<file path="config.mk">
export PLATFORM = sky130hd
export DESIGN_NAME = smvm_result_collector
export DESIGN_NICKNAME = d
export VERILOG_FILES = /design/src/rtl/smvm_result_collector.sv
export SDC_FILE = /design/constraint.sdc
export NUM_CORES = 1
export LEC_CHECK = 0
export ABC_AREA = 1
export CAP_MARGIN = 20
export CORE_UTILIZATION = 45
export DETAILED_ROUTE_END_ITERATION = 10
export PLACE_DENSITY_LB_ADDON = 0.25
export SLEW_MARGIN = 10
export SYNTH_ARGS = -nofsm -noshare
export SYNTH_HDL_FRONTEND = slang
export SYNTH_SLANG_ARGS = --single-unit
</file>
<file path="constraint.sdc">
create_clock -name clk -period 6.1 [get_ports clk]
set_clock_uncertainty 0.15 [all_clocks]
set_input_delay 1.22 -clock clk [delete_from_list [all_inputs] [get_ports clk]]
set_output_delay 1.22 -clock clk [all_outputs]
set_load 0.05 [all_outputs]
</file>
<file path="src/rtl/smvm_result_collector.sv">
// Reassembles 28-bit SMVM row results from pairs of 14-bit halves (upper first),
// tags each with its row index, buffers them in a FIFO and tracks frame completion.
module smvm_result_collector #(
    parameter int HALF_W = 14,
    parameter int RES_W  = 28,
    parameter int DEPTH  = 8,
    parameter int ROW_W  = 8
) (
    input  logic              clk,
    input  logic              rst,
    input  logic              frame_start,
    input  logic [ROW_W-1:0]  num_rows,
    input  logic              in_valid,
    input  logic [HALF_W-1:0] data_in,
    output logic              out_valid,
    input  logic              out_ready,
    output logic [RES_W-1:0]  out_data,
    output logic [ROW_W-1:0]  out_row,
    output logic              out_last,
    output logic              frame_done,
    output logic              busy,
    output logic              err_overflow,
    output logic              err_split
);

    localparam int AW = $clog2(DEPTH);

    typedef enum logic [1:0] {
        S_IDLE  = 2'd0,
        S_RUN   = 2'd1,
        S_DRAIN = 2'd2
    } state_t;

    state_t state;
    state_t state_next;

    logic [RES_W-1:0]  mem_data [DEPTH];
    logic [ROW_W-1:0]  mem_row  [DEPTH];
    logic              mem_last [DEPTH];

    logic [AW:0]       wr_ptr;
    logic [AW:0]       rd_ptr;
    logic [AW:0]       level;
    logic [ROW_W-1:0]  num_rows_q;
    logic [ROW_W-1:0]  row_cnt;
    logic [HALF_W-1:0] upper;
    logic              half_pending;
    logic              frame_done_q;
    logic              err_overflow_q;
    logic              err_split_q;

    logic empty;
    logic full;
    logic pop;
    logic start_ok;
    logic push_req;
    logic push;
    logic drop;
    logic row_is_last;
    logic done_cond;

    // Valid/ready: the head transfers on any rising edge where out_valid && out_ready;
    // the head fields are held unchanged while out_valid is high and out_ready is low.
    assign empty       = (wr_ptr == rd_ptr);
    assign full        = (wr_ptr[AW] != rd_ptr[AW]) && (wr_ptr[AW-1:0] == rd_ptr[AW-1:0]);
    assign level       = wr_ptr - rd_ptr;
    assign pop         = !empty && out_ready;
    assign start_ok    = (state == S_IDLE) && frame_start && (num_rows != '0);
    assign push_req    = (state == S_RUN) && in_valid && half_pending;
    assign push        = push_req && (!full || pop);
    assign drop        = push_req && !push;
    assign row_is_last = (row_cnt == num_rows_q - ROW_W'(1));
    // The last row is always the newest entry, so the pop that empties the FIFO ends the
    // frame; an already-empty FIFO in DRAIN means the last row was dropped.
    assign done_cond   = (state == S_DRAIN) && (empty || (pop && level == (AW+1)'(1)));

    always_comb begin
        state_next = state;
        case (state)
            S_IDLE:  if (start_ok) state_next = S_RUN;
            S_RUN:   if (push_req && row_is_last) state_next = S_DRAIN;
            S_DRAIN: if (done_cond) state_next = S_IDLE;
            default: state_next = S_IDLE;
        endcase
    end

    always_ff @(posedge clk) begin
        if (rst) begin
            state          <= S_IDLE;
            wr_ptr         <= '0;
            rd_ptr         <= '0;
            num_rows_q     <= '0;
            row_cnt        <= '0;
            upper          <= '0;
            half_pending   <= 1'b0;
            frame_done_q   <= 1'b0;
            err_overflow_q <= 1'b0;
            err_split_q    <= 1'b0;
        end else begin
            state        <= state_next;
            frame_done_q <= done_cond;
            if (start_ok) begin
                num_rows_q     <= num_rows;
                row_cnt        <= '0;
                half_pending   <= 1'b0;
                err_overflow_q <= 1'b0;
                err_split_q    <= 1'b0;
            end
            if (state == S_RUN) begin
                if (in_valid) begin
                    if (!half_pending) begin
                        upper        <= data_in;
                        half_pending <= 1'b1;
                    end else begin
                        half_pending <= 1'b0;
                        row_cnt      <= row_cnt + ROW_W'(1);
                    end
                end else if (half_pending) begin
                    half_pending <= 1'b0;
                    err_split_q  <= 1'b1;
                end
            end
            if (drop) err_overflow_q <= 1'b1;
            if (push) wr_ptr <= wr_ptr + (AW+1)'(1);
            if (pop)  rd_ptr <= rd_ptr + (AW+1)'(1);
        end
    end

    always_ff @(posedge clk) begin
        if (push) begin
            mem_data[wr_ptr[AW-1:0]] <= {upper, data_in};
            mem_row[wr_ptr[AW-1:0]]  <= row_cnt;
            mem_last[wr_ptr[AW-1:0]] <= row_is_last;
        end
    end

    assign out_valid    = !empty;
    assign out_data     = empty ? '0 : mem_data[rd_ptr[AW-1:0]];
    assign out_row      = empty ? '0 : mem_row[rd_ptr[AW-1:0]];
    assign out_last     = empty ? 1'b0 : mem_last[rd_ptr[AW-1:0]];
    assign frame_done   = frame_done_q;
    assign busy         = (state != S_IDLE);
    assign err_overflow = err_overflow_q;
    assign err_split    = err_split_q;

endmodule
</file>
; ---- Yosys cells after proc, flatten, opt, wreduce, memory -nomap -nowiden
; Memory sizes are Yosys's and may differ from the RTL's. A register that Yosys moved wholly into a read port is not among the register bits.
; Cells that the tools add are included.
[op_classes]
add_sub_neg = 5
eq_ne = 10
n_mux = 30
bitwise = 1
reduce_logical = 22
[op_table]
columns = operator, count
row1 = 8-bit two-way mux, 5
row2 = 28-bit two-way mux, 1
row3 = 3-bit two-way mux, 6
row4 = 1-bit two-way mux, 14
row5 = 1-bit logical AND, 11
row6 = 4-bit by 1-bit adder with 4-bit output (second input constant), 2
row7 = 8-bit by 1-bit adder with 8-bit output (second input constant), 1
row8 = 8-bit == test, 1
row9 = 8-bit nonzero test, 1
row10 = 8-bit by 1-bit subtractor with 8-bit output (second input constant), 1
row11 = 2-bit two-way mux, 3
row12 = 2-bit one-hot mux with 3 select lines, 1
row13 = 3-bit AND reduction, 2
row14 = 4-bit by 1-bit == test with 1-bit output (second input constant), 1
row15 = 4-bit == test, 1
row16 = 2-bit inequality test (second input constant), 2
row17 = 2-bit nonzero test, 2
row18 = 4-bit subtractor, 1
row19 = 3-bit == test, 1
row20 = 1-bit zero test, 3
row21 = 2-bit by 1-bit == test with 1-bit output (second input constant), 1
row22 = 2-bit == test (second input constant), 1
row23 = 2-bit zero test, 1
row24 = 1-bit logical OR, 2
row25 = 3 further kinds, 3
[totals]
register_bits = 44
ram_bits = 296
wordCells = 81
n_memories = 3
[memory_table]
columns = name, depth, width, rd, rd_ports_with_merged_regs, wr, line_no
row1 = mem_data, 8, 28, 1, 1, 1, 37  ; logic [RES_W-1:0] mem_data [DEPTH];
row2 = mem_row, 8, 8, 1, 1, 1, 38  ; logic [ROW_W-1:0] mem_row [DEPTH];
row3 = mem_last, 8, 1, 1, 1, 1, 39  ; logic mem_last [DEPTH];

; ---- Depth between registers and ports, before layout
[depth]
ltp_word = 8
depth_mapped = 13
ltp_nobuf = 13

; ---- Least setup slack after synthesis
; No wires, ideal clock.
[synth_timing]
path_kind = input to register
start = input in_valid
end = memory mem_data[0][0], enable pin
t_arrival_ns = 3.230
required_time_ns = 5.519
slack_ns = 2.289
stages = 4
path_buffers = 0
path_cell_list = nand3_4 > a31oi_4 > nand2_1 > nor2_1
[synth_between]
elab_chain_cells = 5
[synth_lines]
columns = element, line_no
row1 = from (decl), 13  ; input logic in_valid,
row2 = 1-bit logical AND (2 in a row), 69  ; assign push_req = (state == S_RUN) && in_valid && half_pending;
row3 = 1-bit logical AND, 70  ; assign push = push_req && (!full || pop);
row4 = 1-bit two-way mux, 130  ; if (push) begin
row5 = 1-bit two-way mux (not written as such), 131  ; mem_data[wr_ptr[AW-1:0]] <= {upper, data_in};
row6 = to (decl), 37
; No other way between the ends.

==> tab_implementation.tex <==
\begin{tabular}{lr}
\hline
Metric & Value \\
\hline
\multicolumn{2}{l}{\textbf{Clock tree}} \\
Maximum root-to-sink buffer count & 3 \\
Number of clock buffers inserted by TritonCTS & 36 \\
CTS sink count & approximately 340 \\
Post-CTS Repair Setup Buffers & 0 \\
Clock network latency to the later pin of the worst-skew pair & approximately 0.52 ns \\
Buffer cell driving the clock tree root & clkbuf\_16 \\
Clock tree from TritonCTS & built \\
CTS hold repair buffers & 0 \\
Level count of the clock H-tree & 2 \\
Number of instances resized during post-cts repair & 0 \\
Clock transition time at the flip-flop clock pins of the worst setup and hold paths & 0.05 ns \\
\multicolumn{2}{l}{\textbf{Floorplanning}} \\
Starting density of the core & 46.1\% \\
Number of top-level design ports & 69 \\
Core area & $\sim$30000 um2 \\
Die width & 177 um \\
Die Footprint & 31300 um2 \\
Num rows & 63 \\
Chip Height & 177 um \\
\multicolumn{2}{l}{\textbf{Worst setup path}} \\
Critical Path RT & roughly 4.7 ns \\
Endpoint arrival time on the critical path & 3.50 ns \\
Worst setup path class & reg2out \\
Kind of end point of the critical path & output port \\
Worst-path maximum fanout & 53 \\
Kind of start point of the critical path & flop \\
\multicolumn{2}{l}{\textbf{Route}} \\
Routed wire length per instance & approximately 19 um \\
Number of vias per cell after detailed routing & 5.49 \\
Detailed-route DRC error count & 0 \\
Vias & 9025 \\
Number of iterations in the first detailed-routing pass & 5 \\
Routed wire length & 30.9 mm \\
Post-route ant nets & 0 \\
DRT iter0 DRCs & 772 \\
\multicolumn{2}{l}{\textbf{GRT}} \\
Final global-route overflow total & 0 \\
Global-route total usage across every layer & 20.3\% \\
Number of antenna violations at the first check in global routing & 0 \\
First-pass GRT wire length & 48.5 mm \\
Pin count of the biggest net entering global routing & 75 \\
Via count of the first global-routing pass & 8833 \\
\multicolumn{2}{l}{\textbf{Power and ir drop}} \\
Share of power burned in combinational logic & around 14\% \\
Sequential group share of total power & between 40\% and 50\% \\
Total power per unit cell area & 349 nW/um2 \\
P\_int & approximately 4.1 mW \\
Switching pwr & 1.46 mW \\
Clock group share of total power & approximately two fifths \\
Leakage power & 5.36 nW \\
Worst-case vdd ir drop & 0.000210 V \\
Switch share & a little over a quarter \\
Total power & roughly 5.6 mW \\
\multicolumn{2}{l}{\textbf{STA}} \\
Highest clock frequency the design can meet & around 200 MHz \\
Number of endpoints failing setup at the final stage & 0 \\
Post-layout minimum cycle time & 4.87 ns \\
Tightest Pin Transition & 1.06 ns \\
Relative slew slack & between 20\% and 30\% \\
RSZ-0062 raised after global routing & no \\
Number of hold-slack violations in the final timing report & 0 \\
Total negative slack for setup checks & 0 ns \\
Final worst hold slack & between 0.3 and 0.4 ns \\
Post-route fraction of the period consumed by the critical path & between 70\% and 80\% \\
Pins over their slew limit & 0 \\
\multicolumn{2}{l}{\textbf{Finish}} \\
Total number of nets in the final design & 1263 \\
Area of all sequential standard cells & 9830 um2 \\
Area growth from synthesis to layout & 16.1\% \\
Cell area after layout & 16000 um2 \\
Fraction of the core area covered by cells at the end of the flow & a little over half \\
Most common library cell in the layout ignoring fill and taps & edfxtp\_1 \\
Share of layout cells above drive strength 1 & under 10\% \\
Count of filler cells inserted in the layout & 2529 \\
Combined area of the multi-input logic cells & 3480 um2 \\
Most frequent cells in the layout & 296 x edfxtp\_1, 272 x nor2\_1, 205 x o21ai\_0, 68 x clkdlybuf4s50\_1, 60 x nand2\_1 \\
Count of inserted antenna diode cells & 0 \\
\multicolumn{2}{l}{\textbf{Placement}} \\
Gp weighted congestion & 0.763 \\
Placed instance area & 14800 um2 \\
Hpwl dp & 17.1 mm \\
\# port buffers & 68 \\
\multicolumn{2}{l}{\textbf{Synth}} \\
Netlist area before placement & 13800 um2 \\
Syn. warnings & 0 \\
Synth Register Bits & 343 \\
Combinational family with the most area after synthesis & compound AO/OA/AOI/OAI gates \\
XOR/XNOR share of the synthesized area & less than 1\% \\
Gate Count Post-Synth & approximately 1200 \\
Count of unique library cells instantiated by Yosys & 34 \\
Adder and majority cell fraction of the synthesized area & 0.782\% \\
Synthesized net count & 1208 \\
Post-synthesis area per instance & 11.7 um2 \\
Fraction of the yosys area taken by sequential cells & 71.4\% \\
Post-synthesis share of cell area spent on and, or, nand and nor gates & 11.2\% \\
Synthesized-area fraction occupied by ao, oa, aoi and oai cells & 12.6\% \\
Mux contribution to synthesized area & 0\% \\
\multicolumn{2}{l}{\textbf{Run status}} \\
Run status & complete, no violations \\
\multicolumn{2}{l}{\textbf{Job}} \\
Maximum Capacitance Violations & 0 \\
\multicolumn{2}{l}{\textbf{Min path}} \\
Path type of the worst min-delay path & reg2reg \\
\hline
\end{tabular}
==> metal layers <==
metal / part of all wire [%] / track usage [%] / up-vias
li1: - / - / 4327
met1: 44 / 27.4 / 4398
met2: 48 / 33.5 / 242
met3: 5.2 / 3.18 / 58
met4: 2.4 / 6.93 / 0
met5: 0 / 0 / -
==> logic make-up after synthesis <==
logic type                 count (synthesis)
AOI/OAI and AO/OA                        323
xor gates and xnor gates                   4
adders and majority gates                  8
buffers and inverters                    112
and+or+nand+nor                          383
DFF                                      343
==> power groups by stage <==
stage | clock, mW | sequential (mW) | combinational (mW)
finish | 2.20 | 2.60 | 0.781
global route | 2.33 | 2.60 | 0.853
CTS | 2.24 | 2.60 | 0.786
detailed placement | 0 | 2.65 | 0.784
global placement | 0 | 2.65 | 0.776
floorplan | 0 | 2.62 | 0.574
==> state kept, by name, summed over array words and instances (netlist names), named ones only <==
signal        flops
half_pending      1
row_cnt           8
upper            14
err_overflow      1
num_rows_q        8
frame_done        1
mem_row          64
wr_ptr            4
mem_data        224
err_split         1
state             2
mem_last          8
rd_ptr            4
==> final timing paths <==
| check | start | to | slack (ns) | depth (start not counted) |
|---|---|---|---|---|
| min | err_overflow$_SDFFE_PP0P_ | err_overflow$_SDFFE_PP0P_ | 0.32 | 2 |
| max reg2reg | rd_ptr[2]$_SDFFE_PP0P_ | mem_row[0][6]$_DFFE_PP_ | 2.87 | 8 |
| min reg2reg | err_overflow$_SDFFE_PP0P_ | err_overflow$_SDFFE_PP0P_ | 0.32 | 2 |
| max | flop | out_data[27] | 1.23 | 7 |
==> area by class of cell <==
class / instances / area share, %
well taps: 390 / 3.05
multi-input cells: 718 / 21.8
clock buffers: 50 / 6.29
clock inverters: 14 / 1.18
inverters: 42 / 1.00
flip-flops and latches: 343 / 61.5
repair buffers: 87 / 5.17
==> stage by stage <==
step                      setup WS, ns  std cells
after floorplan                   2.29       1173
after global placement            1.78       1579
after detailed placement          1.77       1580
after CTS                         1.19       1644
after global routing              1.02       1644
final                             1.23       1644
==> worst max-delay path: stages, from the launching register on <==
cell and delay (ns):
dfxtp_4 0.52, inv_4 0.42, buf_4 0.43, o21ai_0 0.14
o22ai_1 0.18, o21ai_0 0.10, a31oi_1 0.27, clkdlybuf4s50_1 0.87
==> synthesized netlist by cell type, drive strengths merged <==
library cell	instances	area (um2)
buf	35	218
o21a	1	7.51
dfxtp	47	941
edfxtp	296	8890
a21oi	30	150
o21ai	216	1080
nor4	4	25.0
a31oi	39	259
nand3	22	123
ha	7	87.6
xnor2	1	8.76
inv	42	158
o22ai	37	231
xor2	3	33.8
nor3	7	45.0
nand4	6	37.5
nor2	280	1060
clkbuf	35	131
fa	1	20.0
nand2	64	255
(Power assumes the default switching activity.)
